$ cat config.mk
export PLATFORM = sky130hd
export DESIGN_NAME = axi_lite_lsu_flat
export DESIGN_NICKNAME = d
export VERILOG_FILES = /design/src/rtl/axi_lite_lsu_if.sv /design/src/rtl/axi_lite_lsu.sv /design/src/flat_wrapper.sv
export SDC_FILE = /design/constraint.sdc
export NUM_CORES = 1
export LEC_CHECK = 0
export BUFFER_PORTS_ARGS = -buffer_cell sky130_fd_sc_hd__buf_2
export CORE_ASPECT_RATIO = 0.75
export CORE_MARGIN = 10
export CORE_UTILIZATION = 48
export DETAILED_ROUTE_END_ITERATION = 8
export PLACE_DENSITY = 0.79
export RECOVER_POWER = 100
export SKIP_LAST_GASP = 1
export SLEW_MARGIN = 15
export SYNTH_ARGS = -nofsm -noshare
export SYNTH_HDL_FRONTEND = slang
export SYNTH_SLANG_ARGS = --single-unit
$ cat constraint.sdc
create_clock -name clk -period 2 [get_ports clk]
set_input_delay 0.1 -clock clk [delete_from_list [all_inputs] [get_ports clk]]
set_output_delay 0.1 -clock clk [all_outputs]
set_load 0.005 [all_outputs]
$ cat src/rtl/axi_lite_lsu_if.sv
// Core request/response channel plus AXI4-lite master channel of the LSU.
// master = the LSU side, slave = core + interconnect side.
interface axi_lite_lsu_if #(
    parameter int ADDR_WIDTH = 32,
    parameter int DATA_WIDTH = 32
);
    localparam int STRB_W = DATA_WIDTH / 8;

    logic                  req_valid;
    logic                  req_ready;
    logic                  req_we;
    logic [1:0]            req_size;
    logic                  req_signed;
    logic [ADDR_WIDTH-1:0] req_addr;
    logic [DATA_WIDTH-1:0] req_wdata;
    logic                  resp_valid;
    logic [DATA_WIDTH-1:0] resp_rdata;
    logic [1:0]            resp_err;

    logic                  axi_awvalid;
    logic                  axi_awready;
    logic [ADDR_WIDTH-1:0] axi_awaddr;
    logic [2:0]            axi_awprot;
    logic                  axi_wvalid;
    logic                  axi_wready;
    logic [DATA_WIDTH-1:0] axi_wdata;
    logic [STRB_W-1:0]     axi_wstrb;
    logic                  axi_bvalid;
    logic                  axi_bready;
    logic [1:0]            axi_bresp;
    logic                  axi_arvalid;
    logic                  axi_arready;
    logic [ADDR_WIDTH-1:0] axi_araddr;
    logic [2:0]            axi_arprot;
    logic                  axi_rvalid;
    logic                  axi_rready;
    logic [DATA_WIDTH-1:0] axi_rdata;
    logic [1:0]            axi_rresp;

    modport master (
        input  req_valid, req_we, req_size, req_signed,
        input  req_addr, req_wdata,
        output req_ready, resp_valid, resp_rdata, resp_err,
        output axi_awvalid, axi_awaddr, axi_awprot,
        input  axi_awready,
        output axi_wvalid, axi_wdata, axi_wstrb,
        input  axi_wready,
        input  axi_bvalid, axi_bresp,
        output axi_bready,
        output axi_arvalid, axi_araddr, axi_arprot,
        input  axi_arready,
        input  axi_rvalid, axi_rdata, axi_rresp,
        output axi_rready
    );

    modport slave (
        output req_valid, req_we, req_size, req_signed,
        output req_addr, req_wdata,
        input  req_ready, resp_valid, resp_rdata, resp_err,
        input  axi_awvalid, axi_awaddr, axi_awprot,
        output axi_awready,
        input  axi_wvalid, axi_wdata, axi_wstrb,
        output axi_wready,
        output axi_bvalid, axi_bresp,
        input  axi_bready,
        input  axi_arvalid, axi_araddr, axi_arprot,
        output axi_arready,
        output axi_rvalid, axi_rdata, axi_rresp,
        input  axi_rready
    );
endinterface

$ cat src/rtl/axi_lite_lsu.sv
// Single-outstanding load/store unit: core requests to AXI4-lite master
// transactions with lane steering, extension and misalignment checking.
module axi_lite_lsu #(
    parameter int ADDR_WIDTH = 32,
    parameter int DATA_WIDTH = 32
) (
    input logic            clk,
    input logic            rst,
    axi_lite_lsu_if.master bus
);
    localparam int STRB_W = DATA_WIDTH / 8;
    localparam int LANE_W = $clog2(STRB_W);

    typedef enum logic [2:0] {
        S_IDLE,
        S_WADDR,
        S_WRESP,
        S_RADDR,
        S_RDATA,
        S_DONE
    } state_e;

    state_e                state_q, state_d;
    logic [ADDR_WIDTH-1:0] addr_q, addr_d;
    logic [1:0]            size_q, size_d;
    logic                  sext_q, sext_d;
    logic [DATA_WIDTH-1:0] wdata_q, wdata_d;
    logic [STRB_W-1:0]     wstrb_q, wstrb_d;
    logic                  awvalid_q, awvalid_d;
    logic                  wvalid_q, wvalid_d;
    logic                  bready_q, bready_d;
    logic                  arvalid_q, arvalid_d;
    logic                  rready_q, rready_d;
    logic                  req_ready_q, req_ready_d;
    logic                  resp_valid_q, resp_valid_d;
    logic [DATA_WIDTH-1:0] rdata_q, rdata_d;
    logic [1:0]            err_q, err_d;

    logic [LANE_W-1:0]     req_lane;
    logic [LANE_W-1:0]     lane_q;
    logic                  misaligned;
    logic [STRB_W-1:0]     req_strb;
    logic [DATA_WIDTH-1:0] rd_shift;
    logic [DATA_WIDTH-1:0] rd_mask;
    logic [DATA_WIDTH-1:0] rd_top;
    logic [DATA_WIDTH-1:0] rd_ext;
    logic                  rd_sign;
    logic                  aw_done;
    logic                  w_done;

    assign req_lane = bus.req_addr[LANE_W-1:0];
    assign lane_q   = addr_q[LANE_W-1:0];

    // Alignment and byte-enable pattern of the incoming request.
    always_comb begin
        misaligned = 1'b0;
        req_strb   = STRB_W'(4'h1);
        unique case (bus.req_size)
            2'd0: begin
                misaligned = 1'b0;
                req_strb   = STRB_W'(4'h1);
            end
            2'd1: begin
                misaligned = bus.req_addr[0];
                req_strb   = STRB_W'(4'h3);
            end
            2'd2: begin
                misaligned = |bus.req_addr[1:0];
                req_strb   = STRB_W'(4'hF);
            end
            2'd3: begin
                misaligned = (|bus.req_addr[2:0]) || (DATA_WIDTH == 32);
                req_strb   = STRB_W'(8'hFF);
            end
        endcase
    end

    // Right-align the read beat, keep the access width, then extend.
    always_comb begin
        rd_shift = bus.axi_rdata >> {lane_q, 3'b000};
        rd_mask  = '1;
        unique case (size_q)
            2'd0: rd_mask = DATA_WIDTH'(8'hFF);
            2'd1: rd_mask = DATA_WIDTH'(16'hFFFF);
            2'd2: rd_mask = DATA_WIDTH'(32'hFFFF_FFFF);
            2'd3: rd_mask = '1;
        endcase
        rd_top  = rd_mask ^ (rd_mask >> 1);
        rd_sign = sext_q & (|(rd_shift & rd_top));
        rd_ext  = (rd_shift & rd_mask) | (rd_sign ? ~rd_mask : '0);
    end

    assign aw_done = !awvalid_q || bus.axi_awready;
    assign w_done  = !wvalid_q || bus.axi_wready;

    always_comb begin
        state_d      = state_q;
        addr_d       = addr_q;
        size_d       = size_q;
        sext_d       = sext_q;
        wdata_d      = wdata_q;
        wstrb_d      = wstrb_q;
        awvalid_d    = awvalid_q;
        wvalid_d     = wvalid_q;
        bready_d     = bready_q;
        arvalid_d    = arvalid_q;
        rready_d     = rready_q;
        req_ready_d  = req_ready_q;
        resp_valid_d = 1'b0;
        rdata_d      = rdata_q;
        err_d        = err_q;
        unique case (state_q)
            S_IDLE: begin
                if (bus.req_valid && req_ready_q) begin
                    addr_d      = bus.req_addr;
                    size_d      = bus.req_size;
                    sext_d      = bus.req_signed;
                    wdata_d     = bus.req_wdata << {req_lane, 3'b000};
                    wstrb_d     = req_strb << req_lane;
                    req_ready_d = 1'b0;
                    if (misaligned) begin
                        state_d      = S_DONE;
                        resp_valid_d = 1'b1;
                        err_d        = 2'b01;
                        rdata_d      = '0;
                    end else if (bus.req_we) begin
                        state_d   = S_WADDR;
                        awvalid_d = 1'b1;
                        wvalid_d  = 1'b1;
                    end else begin
                        state_d   = S_RADDR;
                        arvalid_d = 1'b1;
                    end
                end
            end
            S_WADDR: begin
                if (awvalid_q && bus.axi_awready) begin
                    awvalid_d = 1'b0;
                end
                if (wvalid_q && bus.axi_wready) begin
                    wvalid_d = 1'b0;
                end
                if (aw_done && w_done) begin
                    state_d  = S_WRESP;
                    bready_d = 1'b1;
                end
            end
            S_WRESP: begin
                if (bus.axi_bvalid) begin
                    state_d      = S_DONE;
                    bready_d     = 1'b0;
                    resp_valid_d = 1'b1;
                    rdata_d      = '0;
                    // EXOKAY is not meaningful for single beats: treat as OK.
                    err_d        = bus.axi_bresp[1] ? bus.axi_bresp : 2'b00;
                end
            end
            S_RADDR: begin
                if (bus.axi_arready) begin
                    state_d   = S_RDATA;
                    arvalid_d = 1'b0;
                    rready_d  = 1'b1;
                end
            end
            S_RDATA: begin
                if (bus.axi_rvalid) begin
                    state_d      = S_DONE;
                    rready_d     = 1'b0;
                    resp_valid_d = 1'b1;
                    err_d        = bus.axi_rresp[1] ? bus.axi_rresp : 2'b00;
                    rdata_d      = bus.axi_rresp[1] ? '0 : rd_ext;
                end
            end
            S_DONE: begin
                state_d     = S_IDLE;
                req_ready_d = 1'b1;
                rdata_d     = '0;
                err_d       = 2'b00;
            end
            default: begin
                state_d     = S_IDLE;
                req_ready_d = 1'b1;
            end
        endcase
    end

    always_ff @(posedge clk) begin
        if (rst) begin
            state_q      <= S_IDLE;
            addr_q       <= '0;
            size_q       <= 2'b00;
            sext_q       <= 1'b0;
            wdata_q      <= '0;
            wstrb_q      <= '0;
            awvalid_q    <= 1'b0;
            wvalid_q     <= 1'b0;
            bready_q     <= 1'b0;
            arvalid_q    <= 1'b0;
            rready_q     <= 1'b0;
            req_ready_q  <= 1'b1;
            resp_valid_q <= 1'b0;
            rdata_q      <= '0;
            err_q        <= 2'b00;
        end else begin
            state_q      <= state_d;
            addr_q       <= addr_d;
            size_q       <= size_d;
            sext_q       <= sext_d;
            wdata_q      <= wdata_d;
            wstrb_q      <= wstrb_d;
            awvalid_q    <= awvalid_d;
            wvalid_q     <= wvalid_d;
            bready_q     <= bready_d;
            arvalid_q    <= arvalid_d;
            rready_q     <= rready_d;
            req_ready_q  <= req_ready_d;
            resp_valid_q <= resp_valid_d;
            rdata_q      <= rdata_d;
            err_q        <= err_d;
        end
    end

    assign bus.req_ready   = req_ready_q;
    assign bus.resp_valid  = resp_valid_q;
    assign bus.resp_rdata  = rdata_q;
    assign bus.resp_err    = err_q;
    assign bus.axi_awvalid = awvalid_q;
    assign bus.axi_awaddr  = addr_q;
    assign bus.axi_awprot  = 3'b000;
    assign bus.axi_wvalid  = wvalid_q;
    assign bus.axi_wdata   = wdata_q;
    assign bus.axi_wstrb   = wstrb_q;
    assign bus.axi_bready  = bready_q;
    assign bus.axi_arvalid = arvalid_q;
    assign bus.axi_araddr  = addr_q;
    assign bus.axi_arprot  = 3'b000;
    assign bus.axi_rready  = rready_q;
endmodule

$ cat src/flat_wrapper.sv
// flat-port wrapper written by rule: the top's interface ports become plain ports
module axi_lite_lsu_flat 
#(
    parameter int ADDR_WIDTH = 32,
    parameter int DATA_WIDTH = 32
)
  (clk, rst, bus_req_valid, bus_req_we, bus_req_size, bus_req_signed, bus_req_addr, bus_req_wdata, bus_req_ready, bus_resp_valid, bus_resp_rdata, bus_resp_err, bus_axi_awvalid, bus_axi_awaddr, bus_axi_awprot, bus_axi_awready, bus_axi_wvalid, bus_axi_wdata, bus_axi_wstrb, bus_axi_wready, bus_axi_bvalid, bus_axi_bresp, bus_axi_bready, bus_axi_arvalid, bus_axi_araddr, bus_axi_arprot, bus_axi_arready, bus_axi_rvalid, bus_axi_rdata, bus_axi_rresp, bus_axi_rready);
  axi_lite_lsu_if #(.ADDR_WIDTH(ADDR_WIDTH), .DATA_WIDTH(DATA_WIDTH)) bus_i ();
  input logic clk;
  input logic rst;
  input wire logic [$bits(bus_i.req_valid)-1:0] bus_req_valid;
  input wire logic [$bits(bus_i.req_we)-1:0] bus_req_we;
  input wire logic [$bits(bus_i.req_size)-1:0] bus_req_size;
  input wire logic [$bits(bus_i.req_signed)-1:0] bus_req_signed;
  input wire logic [$bits(bus_i.req_addr)-1:0] bus_req_addr;
  input wire logic [$bits(bus_i.req_wdata)-1:0] bus_req_wdata;
  output wire logic [$bits(bus_i.req_ready)-1:0] bus_req_ready;
  output wire logic [$bits(bus_i.resp_valid)-1:0] bus_resp_valid;
  output wire logic [$bits(bus_i.resp_rdata)-1:0] bus_resp_rdata;
  output wire logic [$bits(bus_i.resp_err)-1:0] bus_resp_err;
  output wire logic [$bits(bus_i.axi_awvalid)-1:0] bus_axi_awvalid;
  output wire logic [$bits(bus_i.axi_awaddr)-1:0] bus_axi_awaddr;
  output wire logic [$bits(bus_i.axi_awprot)-1:0] bus_axi_awprot;
  input wire logic [$bits(bus_i.axi_awready)-1:0] bus_axi_awready;
  output wire logic [$bits(bus_i.axi_wvalid)-1:0] bus_axi_wvalid;
  output wire logic [$bits(bus_i.axi_wdata)-1:0] bus_axi_wdata;
  output wire logic [$bits(bus_i.axi_wstrb)-1:0] bus_axi_wstrb;
  input wire logic [$bits(bus_i.axi_wready)-1:0] bus_axi_wready;
  input wire logic [$bits(bus_i.axi_bvalid)-1:0] bus_axi_bvalid;
  input wire logic [$bits(bus_i.axi_bresp)-1:0] bus_axi_bresp;
  output wire logic [$bits(bus_i.axi_bready)-1:0] bus_axi_bready;
  output wire logic [$bits(bus_i.axi_arvalid)-1:0] bus_axi_arvalid;
  output wire logic [$bits(bus_i.axi_araddr)-1:0] bus_axi_araddr;
  output wire logic [$bits(bus_i.axi_arprot)-1:0] bus_axi_arprot;
  input wire logic [$bits(bus_i.axi_arready)-1:0] bus_axi_arready;
  input wire logic [$bits(bus_i.axi_rvalid)-1:0] bus_axi_rvalid;
  input wire logic [$bits(bus_i.axi_rdata)-1:0] bus_axi_rdata;
  input wire logic [$bits(bus_i.axi_rresp)-1:0] bus_axi_rresp;
  output wire logic [$bits(bus_i.axi_rready)-1:0] bus_axi_rready;
  assign bus_i.req_valid = bus_req_valid;
  assign bus_i.req_we = bus_req_we;
  assign bus_i.req_size = bus_req_size;
  assign bus_i.req_signed = bus_req_signed;
  assign bus_i.req_addr = bus_req_addr;
  assign bus_i.req_wdata = bus_req_wdata;
  assign bus_req_ready = bus_i.req_ready;
  assign bus_resp_valid = bus_i.resp_valid;
  assign bus_resp_rdata = bus_i.resp_rdata;
  assign bus_resp_err = bus_i.resp_err;
  assign bus_axi_awvalid = bus_i.axi_awvalid;
  assign bus_axi_awaddr = bus_i.axi_awaddr;
  assign bus_axi_awprot = bus_i.axi_awprot;
  assign bus_i.axi_awready = bus_axi_awready;
  assign bus_axi_wvalid = bus_i.axi_wvalid;
  assign bus_axi_wdata = bus_i.axi_wdata;
  assign bus_axi_wstrb = bus_i.axi_wstrb;
  assign bus_i.axi_wready = bus_axi_wready;
  assign bus_i.axi_bvalid = bus_axi_bvalid;
  assign bus_i.axi_bresp = bus_axi_bresp;
  assign bus_axi_bready = bus_i.axi_bready;
  assign bus_axi_arvalid = bus_i.axi_arvalid;
  assign bus_axi_araddr = bus_i.axi_araddr;
  assign bus_axi_arprot = bus_i.axi_arprot;
  assign bus_i.axi_arready = bus_axi_arready;
  assign bus_i.axi_rvalid = bus_axi_rvalid;
  assign bus_i.axi_rdata = bus_axi_rdata;
  assign bus_i.axi_rresp = bus_axi_rresp;
  assign bus_axi_rready = bus_i.axi_rready;
  axi_lite_lsu #(.ADDR_WIDTH(ADDR_WIDTH), .DATA_WIDTH(DATA_WIDTH)) u_core (.clk(clk), .rst(rst), .bus(bus_i));
endmodule
==> summary.txt <==
TritonCTS clock tree -> built
Global Route Usage Sum -> 22.4%
row cnt -> 34
most frequently used flop master after synthesis -> dfxtp_1
Reg clk slew, reported paths -> 0.05 ns
CTS Buf Count -> 17
RSZ-0062 raised after global routing -> no
post-synthesis cell count -> 697
sequential power share -> 34.0%
Die H -> 115 um
clock network power share -> 31.7%
final cell count without fillers -> 1125
worst-case clock buffer depth -> 2
final setup violation count -> 0
Crit path max-delay family -> compound AO/OA/AOI/OAI gates
clock sink total -> 115
Final Hold Vio Count -> 0
setup ws final -> 0.105 ns
Net Sw Frac -> 36.8%
Post-CTS Setup Bufs -> 0
Slew HR -> 53.5%
Post-DP HPWL -> 14800 um
worst min path class -> in2reg
Crit-path slowest cell -> dfxtp_1
largest net degree at the start of global routing -> 69
worst vdd ir -> 0.680 mV
Fin Setup TNS -> 0 ns
Tcrit/Tclk final -> 94.7%
overall power -> 8.78 mW
Seq cells post-synth -> 115
synthesis-to-layout area growth -> 33.4%
multi-input logic area -> 2940 um2
Inst Count DP -> 1047
Critical Path RT -> 2.28 ns
WS Path Type -> reg2reg
fillcell total -> 1057
Synth Warn # -> 0
PortBufs -> 252
Starting DRT DRC Count -> 574
Post-DP Area -> 6930 um2
Die X -> 147 um
vias in the first global route -> 5803
CTS root buf -> clkbuf_16
Post-synth ARST share -> 0%
Core ar. -> 11700 um2
Detailed Route WL -> 20200 um
Final Skew -> 0.0130 ns
Post-DRT Antenna Nets -> 0
nets@finish -> 1063
part of the Yosys area used for sequential elements -> 39.6%
initial antenna violation count -> 1
Post-CTS Resized -> 0
P_int -> 5.55 mW
measured slew at the worst slew-check pin -> 0.698 ns
Tmin final -> 1.89 ns
Placer Congestion -> 0.896
Congestion Overflow GR -> 0
startpoint types -> flip-flop
drc violations -> 0
critical path arrival -> 2.18 ns
mapped cell area -> 5810 um2
fmax -> 528 MHz
Comb pwr share -> 34.3%
CP Cell Sequence -> clkbuf_1, nand2b_1, a32oi_2, a31oi_4, a211o_1
Buf/Inv on CP -> 1
fin. max-slew vios -> 0
die area -> 17000 um2
pwr dens -> 1130 nW/um2
WHS -> 0.0314 ns
critical path peak fanout -> 16
via count -> 6060
status -> finished clean
I/O pin cnt -> 259
Avg Cell Area, Syn -> 8.34 um2
CP max stage delay -> 0.38 ns
synth unique cells -> 60
final core occ -> 66.1%
CP Capture Type -> flip-flop
MaxCap Viol Count -> 0
clk_lat worst skew -> 0.40 ns
post-route cell area -> 7760 um2
Leak -> 3.13 nW
Sequential Area -> 2300 um2
DR WL/cell -> 18.0 um
first-pass GRT wire length -> 31200 um
Initial DRT Pass Iterations -> 5
Vias per Instance -> 5.39
net switching power -> 3.23 mW
H-tree levels -> 4
pre-CTS setup slack -> 0.145 ns
layout cells sized above 1 -> 20.0%
EDFF count, synth -> 0
Starting Density -> 49.5%
layer usage:
layer | vias to the layer above | track usage [%] | share of wire (%)
met2 | 265 | 36.4 | 47
met1 | 2831 | 26.9 | 42
met5 | - | 0 | 0
li1 | 2931 | - | -
met3 | 33 | 7.85 | 8.6
met4 | 0 | 8.37 | 2.4
cell usage in the layout, fill, tap and decap left out, drive strengths merged, types with 2 or more instances in the layout:
cell | netlist | final
o221ai | 4 | 4
nand3b | 10 | 10
dfxtp | 115 | 115
a21oi | 79 | 79
clkinvlp | 0 | 3
a31oi | 4 | 4
nor2 | 36 | 36
inv | 12 | 12
o21ai | 3 | 3
a21o | 2 | 2
o31ai | 11 | 11
nand4 | 2 | 2
o211ai | 31 | 31
nand3 | 10 | 10
a211o | 16 | 16
mux2i | 32 | 32
clkinv | 0 | 6
nor3 | 15 | 15
or3 | 11 | 11
and2 | 9 | 9
buf | 71 | 133
clkbuf | 20 | 161
mux2 | 18 | 18
nand2b | 2 | 2
a32oi | 2 | 2
o21a | 2 | 2
nor2b | 7 | 7
conb | 1 | 6
nand2 | 137 | 137
dlygate4sd3 | 0 | 47
nand4b | 2 | 2
nor4 | 3 | 3
a211oi | 11 | 11
and3 | 2 | 2
worst min-delay path, cell delays in order:
cell and delay, ns:
buf_2 0.13, nand2_1 0.06, a21oi_1 0.07
cells by family (layout without fill, tap and decap cells):
group,after synthesis,count (layout),share of synthesized area [%]
and+or+nand+nor,250,250,19.9
AOI/OAI and AO/OA,177,177,21.0
DFF,115,115,39.6
buffers and inverters,103,363,10.2
muxes,50,50,9.00
other,1,7,0.0645
xor gates and xnor gates,1,1,0.151
synthesized netlist by cell type (all sizes together), types with 3 or more instances:
master | n | area share [%]
mux2 | 18 | 3.5
nor3 | 15 | 1.3
nor2b | 7 | 0.75
a21oi | 79 | 6.8
and2 | 9 | 0.97
nor2 | 36 | 2.5
o31ai | 11 | 1.7
inv | 12 | 0.77
or3 | 11 | 1.2
nand3 | 10 | 0.86
o21ai | 3 | 0.26
nand3b | 10 | 1.3
mux2i | 32 | 5.5
a211oi | 11 | 1.6
clkbuf | 20 | 1.3
a211o | 16 | 2.4
o211ai | 31 | 4.0
a31oi | 4 | 0.69
nand2 | 137 | 8.8
buf | 71 | 8.2
nor4 | 3 | 0.69
o221ai | 4 | 0.60
dfxtp | 115 | 40
sequential cells by signal, indices dropped and copies added (netlist names), 2 cells and up:
register	cells
u_core.state_q	3
u_core.bus.axi_araddr	32
u_core.bus.resp_rdata	32
u_core.size_q	2
u_core.bus.resp_err	2
u_core.bus.axi_wstrb	4
u_core.bus.axi_wdata	32
area by class of cell:
cell class	count	share of cell area, %
Sequential cell	115	29.7
Timing Repair Buffer	321	22.1
Clock inverter	10	1.11
Antenna cell	1	0.0323
Multi-Input combinational cell	484	38.0
Clock buffer	20	5.89
Tap cell	162	2.61
Inverter	12	0.581
final timing paths:
path                                        start                                     end  slack (ns)  depth (start not counted)
max reg2reg        u_core.state_q[2]$_SDFFE_PP0P_  u_core.bus.resp_rdata[25]$_SDFFE_PP0P_        0.11                          5
min reg2reg  u_core.bus.axi_wdata[6]$_SDFFE_PP0P_    u_core.bus.axi_wdata[6]$_SDFFE_PP0P_        0.45                          2
min                               bus_req_addr[1]   u_core.bus.axi_araddr[1]$_SDFFE_PP0P_        0.03                          3
max                u_core.state_q[2]$_SDFFE_PP0P_  u_core.bus.resp_rdata[25]$_SDFFE_PP0P_        0.11                          5
power by group through the flow:
stage,sequential (mW),clock [mW],combinational [mW]
final,2.99,2.78,3.01
after CTS,2.97,2.81,3.15
after floorplan,3.00,0,2.09
after global routing,3.04,2.92,3.32
after detailed placement,3.01,0,3.06
after global placement,2.99,0,3.04
what timing repair did:
action | 4_1_cts | 5_1_grt
endpoints found under the setup margin | 0 | 0
hold buffers | 47 | 0
hold endpoints to repair | 47 | 0
(Power assumes the default switching activity.)
